--- src/rtl/spi_sclk_gen.sv ---
// SPI serial-clock generator: programmable half-period, all four CPOL/CPHA
// modes, exactly N SCLK cycles per transfer with sample/shift strobes.
module spi_sclk_gen #(
  parameter int DIV_W = 8,
  parameter int CNT_W = 6
) (
  input  logic             clk,
  input  logic             rst_n,
  input  logic             i_start,
  input  logic             i_abort,
  input  logic [DIV_W-1:0] i_div,
  input  logic [CNT_W-1:0] i_nbits,
  input  logic             i_cpol,
  input  logic             i_cpha,
  output logic             o_sclk,
  output logic             o_busy,
  output logic             o_done,
  output logic             o_sample,
  output logic             o_shift,
  output logic [CNT_W-1:0] o_bit_idx
);

  localparam int EW = CNT_W + 1;

  typedef enum logic [1:0] {IDLE, RUN, TAIL} state_e;

  state_e           state_q, state_d;
  logic [DIV_W-1:0] div_q, div_d;
  logic [CNT_W-1:0] nbits_q, nbits_d;
  logic             cpol_q, cpol_d;
  logic             cpha_q, cpha_d;
  logic [DIV_W-1:0] hcnt_q, hcnt_d;
  logic [EW-1:0]    edge_q, edge_d;
  logic             sclk_q, sclk_d;
  logic             busy_q, busy_d;
  logic             done_q, done_d;
  logic             sample_q, sample_d;
  logic             shift_q, shift_d;
  logic [CNT_W-1:0] bidx_q, bidx_d;

  logic start_ok;
  logic hc_tc;
  logic last_edge;
  logic leading;

  assign start_ok  = i_start && (i_nbits != '0);
  assign hc_tc     = (hcnt_q == div_q);
  assign last_edge = (edge_q == ({nbits_q, 1'b0} - EW'(1)));
  // edge_q holds edges already emitted, so an even count means the next is odd
  assign leading   = ~edge_q[0];

  always_ff @(posedge clk or negedge rst_n) begin
    if (!rst_n) begin
      state_q  <= IDLE;
      div_q    <= '0;
      nbits_q  <= '0;
      cpol_q   <= 1'b0;
      cpha_q   <= 1'b0;
      hcnt_q   <= '0;
      edge_q   <= '0;
      sclk_q   <= 1'b0;
      busy_q   <= 1'b0;
      done_q   <= 1'b0;
      sample_q <= 1'b0;
      shift_q  <= 1'b0;
      bidx_q   <= '0;
    end else begin
      state_q  <= state_d;
      div_q    <= div_d;
      nbits_q  <= nbits_d;
      cpol_q   <= cpol_d;
      cpha_q   <= cpha_d;
      hcnt_q   <= hcnt_d;
      edge_q   <= edge_d;
      sclk_q   <= sclk_d;
      busy_q   <= busy_d;
      done_q   <= done_d;
      sample_q <= sample_d;
      shift_q  <= shift_d;
      bidx_q   <= bidx_d;
    end
  end

  always_comb begin
    state_d = state_q;
    unique case (state_q)
      IDLE: if (start_ok) state_d = RUN;
      RUN: begin
        if (i_abort) state_d = IDLE;
        else if (hc_tc && last_edge) state_d = TAIL;
      end
      TAIL: begin
        if (i_abort) state_d = IDLE;
        else if (hc_tc) state_d = IDLE;
      end
      default: state_d = IDLE;
    endcase
  end

  always_comb begin
    div_d    = div_q;
    nbits_d  = nbits_q;
    cpol_d   = cpol_q;
    cpha_d   = cpha_q;
    hcnt_d   = hcnt_q;
    edge_d   = edge_q;
    sclk_d   = sclk_q;
    busy_d   = busy_q;
    bidx_d   = bidx_q;
    done_d   = 1'b0;
    sample_d = 1'b0;
    shift_d  = 1'b0;
    unique case (state_q)
      IDLE: begin
        if (start_ok) begin
          div_d   = i_div;
          nbits_d = i_nbits;
          cpol_d  = i_cpol;
          cpha_d  = i_cpha;
          sclk_d  = i_cpol;
          bidx_d  = '0;
          hcnt_d  = '0;
          edge_d  = '0;
          busy_d  = 1'b1;
        end
      end
      RUN: begin
        if (i_abort) begin
          sclk_d = cpol_q;
          busy_d = 1'b0;
        end else if (hc_tc) begin
          hcnt_d   = '0;
          sclk_d   = ~sclk_q;
          edge_d   = edge_q + EW'(1);
          sample_d = leading ^ cpha_q;
          shift_d  = ~(leading ^ cpha_q);
          if (!leading) bidx_d = bidx_q + CNT_W'(1);
        end else begin
          hcnt_d = hcnt_q + DIV_W'(1);
        end
      end
      TAIL: begin
        if (i_abort) begin
          sclk_d = cpol_q;
          busy_d = 1'b0;
        end else if (hc_tc) begin
          hcnt_d = '0;
          done_d = 1'b1;
          busy_d = 1'b0;
        end else begin
          hcnt_d = hcnt_q + DIV_W'(1);
        end
      end
      default: begin
        sclk_d = cpol_q;
        busy_d = 1'b0;
      end
    endcase
  end

  assign o_sclk    = sclk_q;
  assign o_busy    = busy_q;
  assign o_done    = done_q;
  assign o_sample  = sample_q;
  assign o_shift   = shift_q;
  assign o_bit_idx = bidx_q;

endmodule

--- config.mk ---
export PLATFORM = sky130hd
export DESIGN_NAME = spi_sclk_gen
export DESIGN_NICKNAME = d
export VERILOG_FILES = /design/src/rtl/spi_sclk_gen.sv
export SDC_FILE = /design/constraint.sdc
export NUM_CORES = 1
export LEC_CHECK = 0
export BUFFER_PORTS_ARGS = -buffer_cell sky130_fd_sc_hd__buf_4
export CAP_MARGIN = 20
export CELL_PAD_IN_SITES_DETAIL_PLACEMENT = 0
export CELL_PAD_IN_SITES_GLOBAL_PLACEMENT = 1
export CORE_ASPECT_RATIO = 2
export CORE_UTILIZATION = 45
export DETAILED_ROUTE_END_ITERATION = 10
export GPL_TIMING_DRIVEN = 0
export HOLD_SLACK_MARGIN = 0.1
export PLACE_DENSITY_LB_ADDON = 0.1
export SETUP_SLACK_MARGIN = 0.3
export SLEW_MARGIN = 25
export SYNTH_ARGS = -nofsm -noshare
export SYNTH_HDL_FRONTEND = slang
export SYNTH_SLANG_ARGS = --single-unit
--- constraint.sdc ---
create_clock -name clk -period 3.05 [get_ports clk]
set_input_delay 0.61 -clock clk [delete_from_list [all_inputs] [get_ports clk]]
set_output_delay 0.61 -clock clk [all_outputs]
set_load 0.01 [all_outputs]
# After elaboration in Yosys (flattened, before gate mapping)
# Index checks and enable logic that the tools add are counted.
# totals
output_inout_bits,11
ff_bits,44
inputBits,20
# classes
addsub,4
n_eq_ne,14
bitwise,4
reduce_logical,14
mux,38
# op_table
cell,n
two-way mux 6 bit,4
two-way mux 8 bit,3
two-way mux 7 bit,3
two-way mux 1 bit,17
one-hot mux 8 bit (2 select lines),1
inequality test 2 bit (second input constant),7
one-hot mux 7 bit (2 select lines),1
one-hot mux 6 bit (2 select lines),1
AND reduction 3 bit,4
two-way mux 2 bit,5
inequality test 3 bit (second input constant),3
adder 8 x 1 -> 8 bit (second input constant),1
equality test 8 bit,1
adder 7 x 1 -> 7 bit (second input constant),1
equality test 7 bit,1
subtractor 7 x 1 -> 7 bit (second input constant),1
adder 6 x 1 -> 6 bit (second input constant),1
one-hot mux 1 bit (3 select lines),2
one-hot mux 2 bit (3 select lines),1
nonzero test 6 bit,1
AND reduction 5 bit,1
AND reduction 4 bit,1
nonzero test 2 bit,2
inverter 1 bit,3
7 further kinds,8

# Longest topological paths before layout
# depth
word_depth,6
depth_mapped,9

# Worst setup path after synthesis
# OpenSTA, ideal clock, no wires.
# synth_path
path_type,flip-flop to flip-flop
startpoint,register state_q[0]
endpoint,"register bidx_q[5], in the netlist o_bit_idx[5]"
stages_incl_launch_ff,10
path_slack_ns,0.931
synth_period_minus_slack_ns,2.119
arrival_ns,1.982
cell_sequence,dfrtp_1 > inv_1 > ha_1 > buf_6 > nor3b_1 > a21o_1 > or4_4 > a211oi_2 > xnor2_1 > nor2_1
# synth_via
elab_chain_cells,3
word_cells_on_any_way,9
cone_classes,eq/ne (5); mux (1); reduce/logical (3)
# synth_lines
element,line_no,source
from (decl),27,"state_e state_q, state_d;"
from (signal assigned),68,state_q <= state_d;
equality test 2 x 1 -> 1 bit / logical NOT 2 bit (equally long branches),113,unique case (state_q)
inequality test 2 bit (no source line) / nonzero test 2 bit (equally long branches),--,
AND reduction 5 bit (no source line),--,
to (signal assigned),80,bidx_q <= bidx_d;
to (decl),39,"logic [CNT_W-1:0] bidx_q, bidx_d;"
# Several ways; a longest one is shown, not always the timed one.
# A chain may end at the register's enable or synchronous reset.

# Worst setup path after layout
# layout_path
startpoint,register state_q[0]
endpoint,register state_q[0]
# layout_via
elab_chain_cells,3
word_cells_on_any_way,8
cone_classes,eq/ne (5); mux (1); reduce/logical (2)
# layout_lines
element,line_no,source
equality test 2 x 1 -> 1 bit (tied with other cells),86,unique case (state_q)
inequality test 3 bit (no source line) / inequality test 2 bit (equally long branches),--,
AND reduction 3 bit (no source line),--,
# Several ways; a longest one is shown, not always the timed one.

==> impl_metrics.yaml <==
outcome:
  status: "finished clean"
yosys:
  synth_top_area_cell: "dfrtp_1"
  synthXorXnorAreaFrac_pct: 7.818
  synth-compound-area-share_pct: 13.59
  yosysUniqueCellTypes: 48
  synth_top_family_by_area: "simple AND/OR/NAND/NOR gates"
  syn_area_per_cell_um2: 10.08
  synth_edf_count: 0
  synth_warnings: 0
  synthArstFlopShare_pct: 100.0
  yosys.area_share.simple_pct: 17.83
  synthMuxAreaShare_pct: 9.044
  synth_top_area_share_pct: 44.97
  synth_ff_type: "dfrtp_1"
  synthMostInstantiatedCell: "dfrtp_1"
  synth_nets: 270
  yosys-top-cells-area: "dfrtp_1, mux2_2, xnor2_1"
  ys_top_cells_by_count: "dfrtp_1, nand2_1, o21ai_0"
  synthCells: 243
  synth-adder-area-share_pct: 3.577
  seq_area_frac_synth_pct: 44.97
  ys_seq_elements: 44
  synth_area_mm2: 0.002449
power:
  vdd_drop_max_uv: 474.6
  powerDensity_mw_per_mm2: 781.1
  p_leak_uw: 0.001238
route:
  route.antenna.remaining_nets: 0
  drt-total-wl_mm: 5.272
  dr.pass1.iters: 7
  vias: 1884
  via_per_inst: 5.591
  wl_per_cell_um: 15.64
  drt_iter0_drc: 32
  drc: 0
cells_and_area:
  final_nets: 306
  finalCoreUtilization_pct: 54.78
  area_growth_pct: 15.99
  n_antenna_cell: 0
  layout-drive-gt1-share_pct: 24.37
job:
  maxCapViolations: 0
clocking:
  htree_levels: 2
  cts.sinks: 44
  holdBufCountCts: 0
  clk_pin_slew_ns: 0.08
  clock_latency_ns: 0.29
  clock_path_buffers: 2
  cts_made_buffers: 5
  cts_root_buf: "clkbuf_8"
  cts_tree: "yes"
grt:
  gr-usage-met1_pct: 23.25
  grt_use_total_pct: 21.47
  grtUsageMet2_pct: 38.68
  grt_pass1_vias: 1929
  antenna_found_initial: 0
  overflow: 0
  grt_pass1_wl_mm: 8.956
  busiest_layer: "met2"
  grt_max_degree: 45
  use_met3_pct: 3.147
timing:
  final.period_utilization_pct: 78.19
  slew_violations: 0
  finalSetupViolations: 0
  skew_ns: 0.003556
  tns_ns: 0
  slew_headroom_pct: 54.33
  period_needed_ns: 2.385
  rsz0062_at_grt: "false"
  fmax_ghz: 0.4193
  tightest_slew_ns: 0.6788
  hold_viol: 0
die:
  die_height_um: 106.3
  die_area_mm2: 0.005758
  die_w_um: 54.16
  core_area_mm2: 0.005185
  start_util_pct: 47.22
  io_pins: 31
  row_count: 37
setup_path:
  r2r_cells: 9
  worstPathMaxFanout: 9
  timing.rr.start: "state_q[0]"
  end_kind: "register"
  reg2reg_setup_slack_ns: 0.67
  cp.required_ns: 3.22
  r2r_end: "state_q[0]"
  path_class: "reg -> reg"
  worstPathArrival_ns: 2.56
  start_kind: "register"
placed_design:
  globalplace.congestion: 0.7650
  hpwl_mm: 3.986
  port_buffers: 29
min_path:
  hold_class: "in -> async"
## registers in the layout, indices dropped and copies added, names as in the netlist, 2 cells and up
register   count
nbits_q        6
state_q        2
edge_q         7
div_q          8
hcnt_q         8
o_bit_idx      6
## kinds of logic (layout without fill, tap and decap cells)
group	after synthesis	in the layout
buf+inv	18	54
mux	20	20
flops	44	44
compound gates	51	51
simple gates	82	82
fa+ha+maj	7	7
xor+xnor	21	21
## layout make-up
type | count | area [um^2]
fillers | 512 | 2345
multi-input cells | 181 | 1275
flip-flops and latches | 44 | 1101
repair buffers | 29 | 217.7
clock buffers | 7 | 96.34
well taps | 58 | 72.57
plain buffers | 10 | 47.55
inverters | 8 | 30.03
## metrics by stage
step	worst slack, ns	cell area [um^2]	total power (uW)	cells	hold slack, ns
floorplan	0.9309	2449	1566	243	0.3144
global placement	0.4780	2739	1823	330	0.4949
detailed placement	0.4527	2739	1842	330	0.4987
CTS	0.5149	2835	2241	337	0.3280
global route	0.4279	2840	2400	337	0.3582
finish	0.6653	2840	2218	337	0.3020
## how the worst max path moves through the flow
| stage | from | end | slack [ns] | cells after the start |
|---|---|---|---|---|
| after floorplan | state_q[0] | o_bit_idx[5] | 0.93 | 9 |
| after global placement | i_nbits[1] | hcnt_q[0] | 0.48 | 7 |
| after detailed placement | i_nbits[1] | hcnt_q[0] | 0.45 | 7 |
| after CTS | state_q[1] | state_q[0] | 0.51 | 9 |
| after global routing | state_q[0] | state_q[0] | 0.43 | 9 |
| final | state_q[0] | state_q[0] | 0.67 | 9 |
## cells in the final DEF, fill, tap and decap left out, drive strengths merged, types with 7 or more instances in the layout
master	instances
inv	8
buf	32
mux2	17
o21ai	23
clkbuf	14
nand2	23
nand4	7
xnor2	18
ha	7
nor2	19
dfrtp	44
## metal layers
metal / wire length (um) / part of all wire (%)
met5: 0 / 0
met2: 2922 / 55
met3: 120 / 2.3
met4: 141 / 2.7
met1: 2088 / 40
## what timing repair did
| action | 4_1_cts | 5_1_grt |
|---|---|---|
| setup buffers | 0 | 0 |
| endpoints found under the setup margin | 0 | 1 |
| resized for setup | 0 | 1 |
## power breakdown
| group | leakage (uW) | internal [uW] | switching [uW] |
|---|---|---|---|
| combinational | 0.000620 | 436 | 497 |
| sequential | 0.000567 | 745 | 143 |
| clock | 0.0000503 | 202 | 196 |
| total | 0.00124 | 1380 | 836 |
## worst max-delay path, stage by stage (launching register included)
cell and delay [ns]:
dfrtp_1 0.36, inv_1 0.07, ha_1 0.20, buf_6 0.13, nor3b_1 0.16, a21oi_2 0.37, nand4_1 0.19, a2111oi_2 0.51
a31oi_1 0.12, mux2i_1 0.15
(Power assumes the default switching activity.)
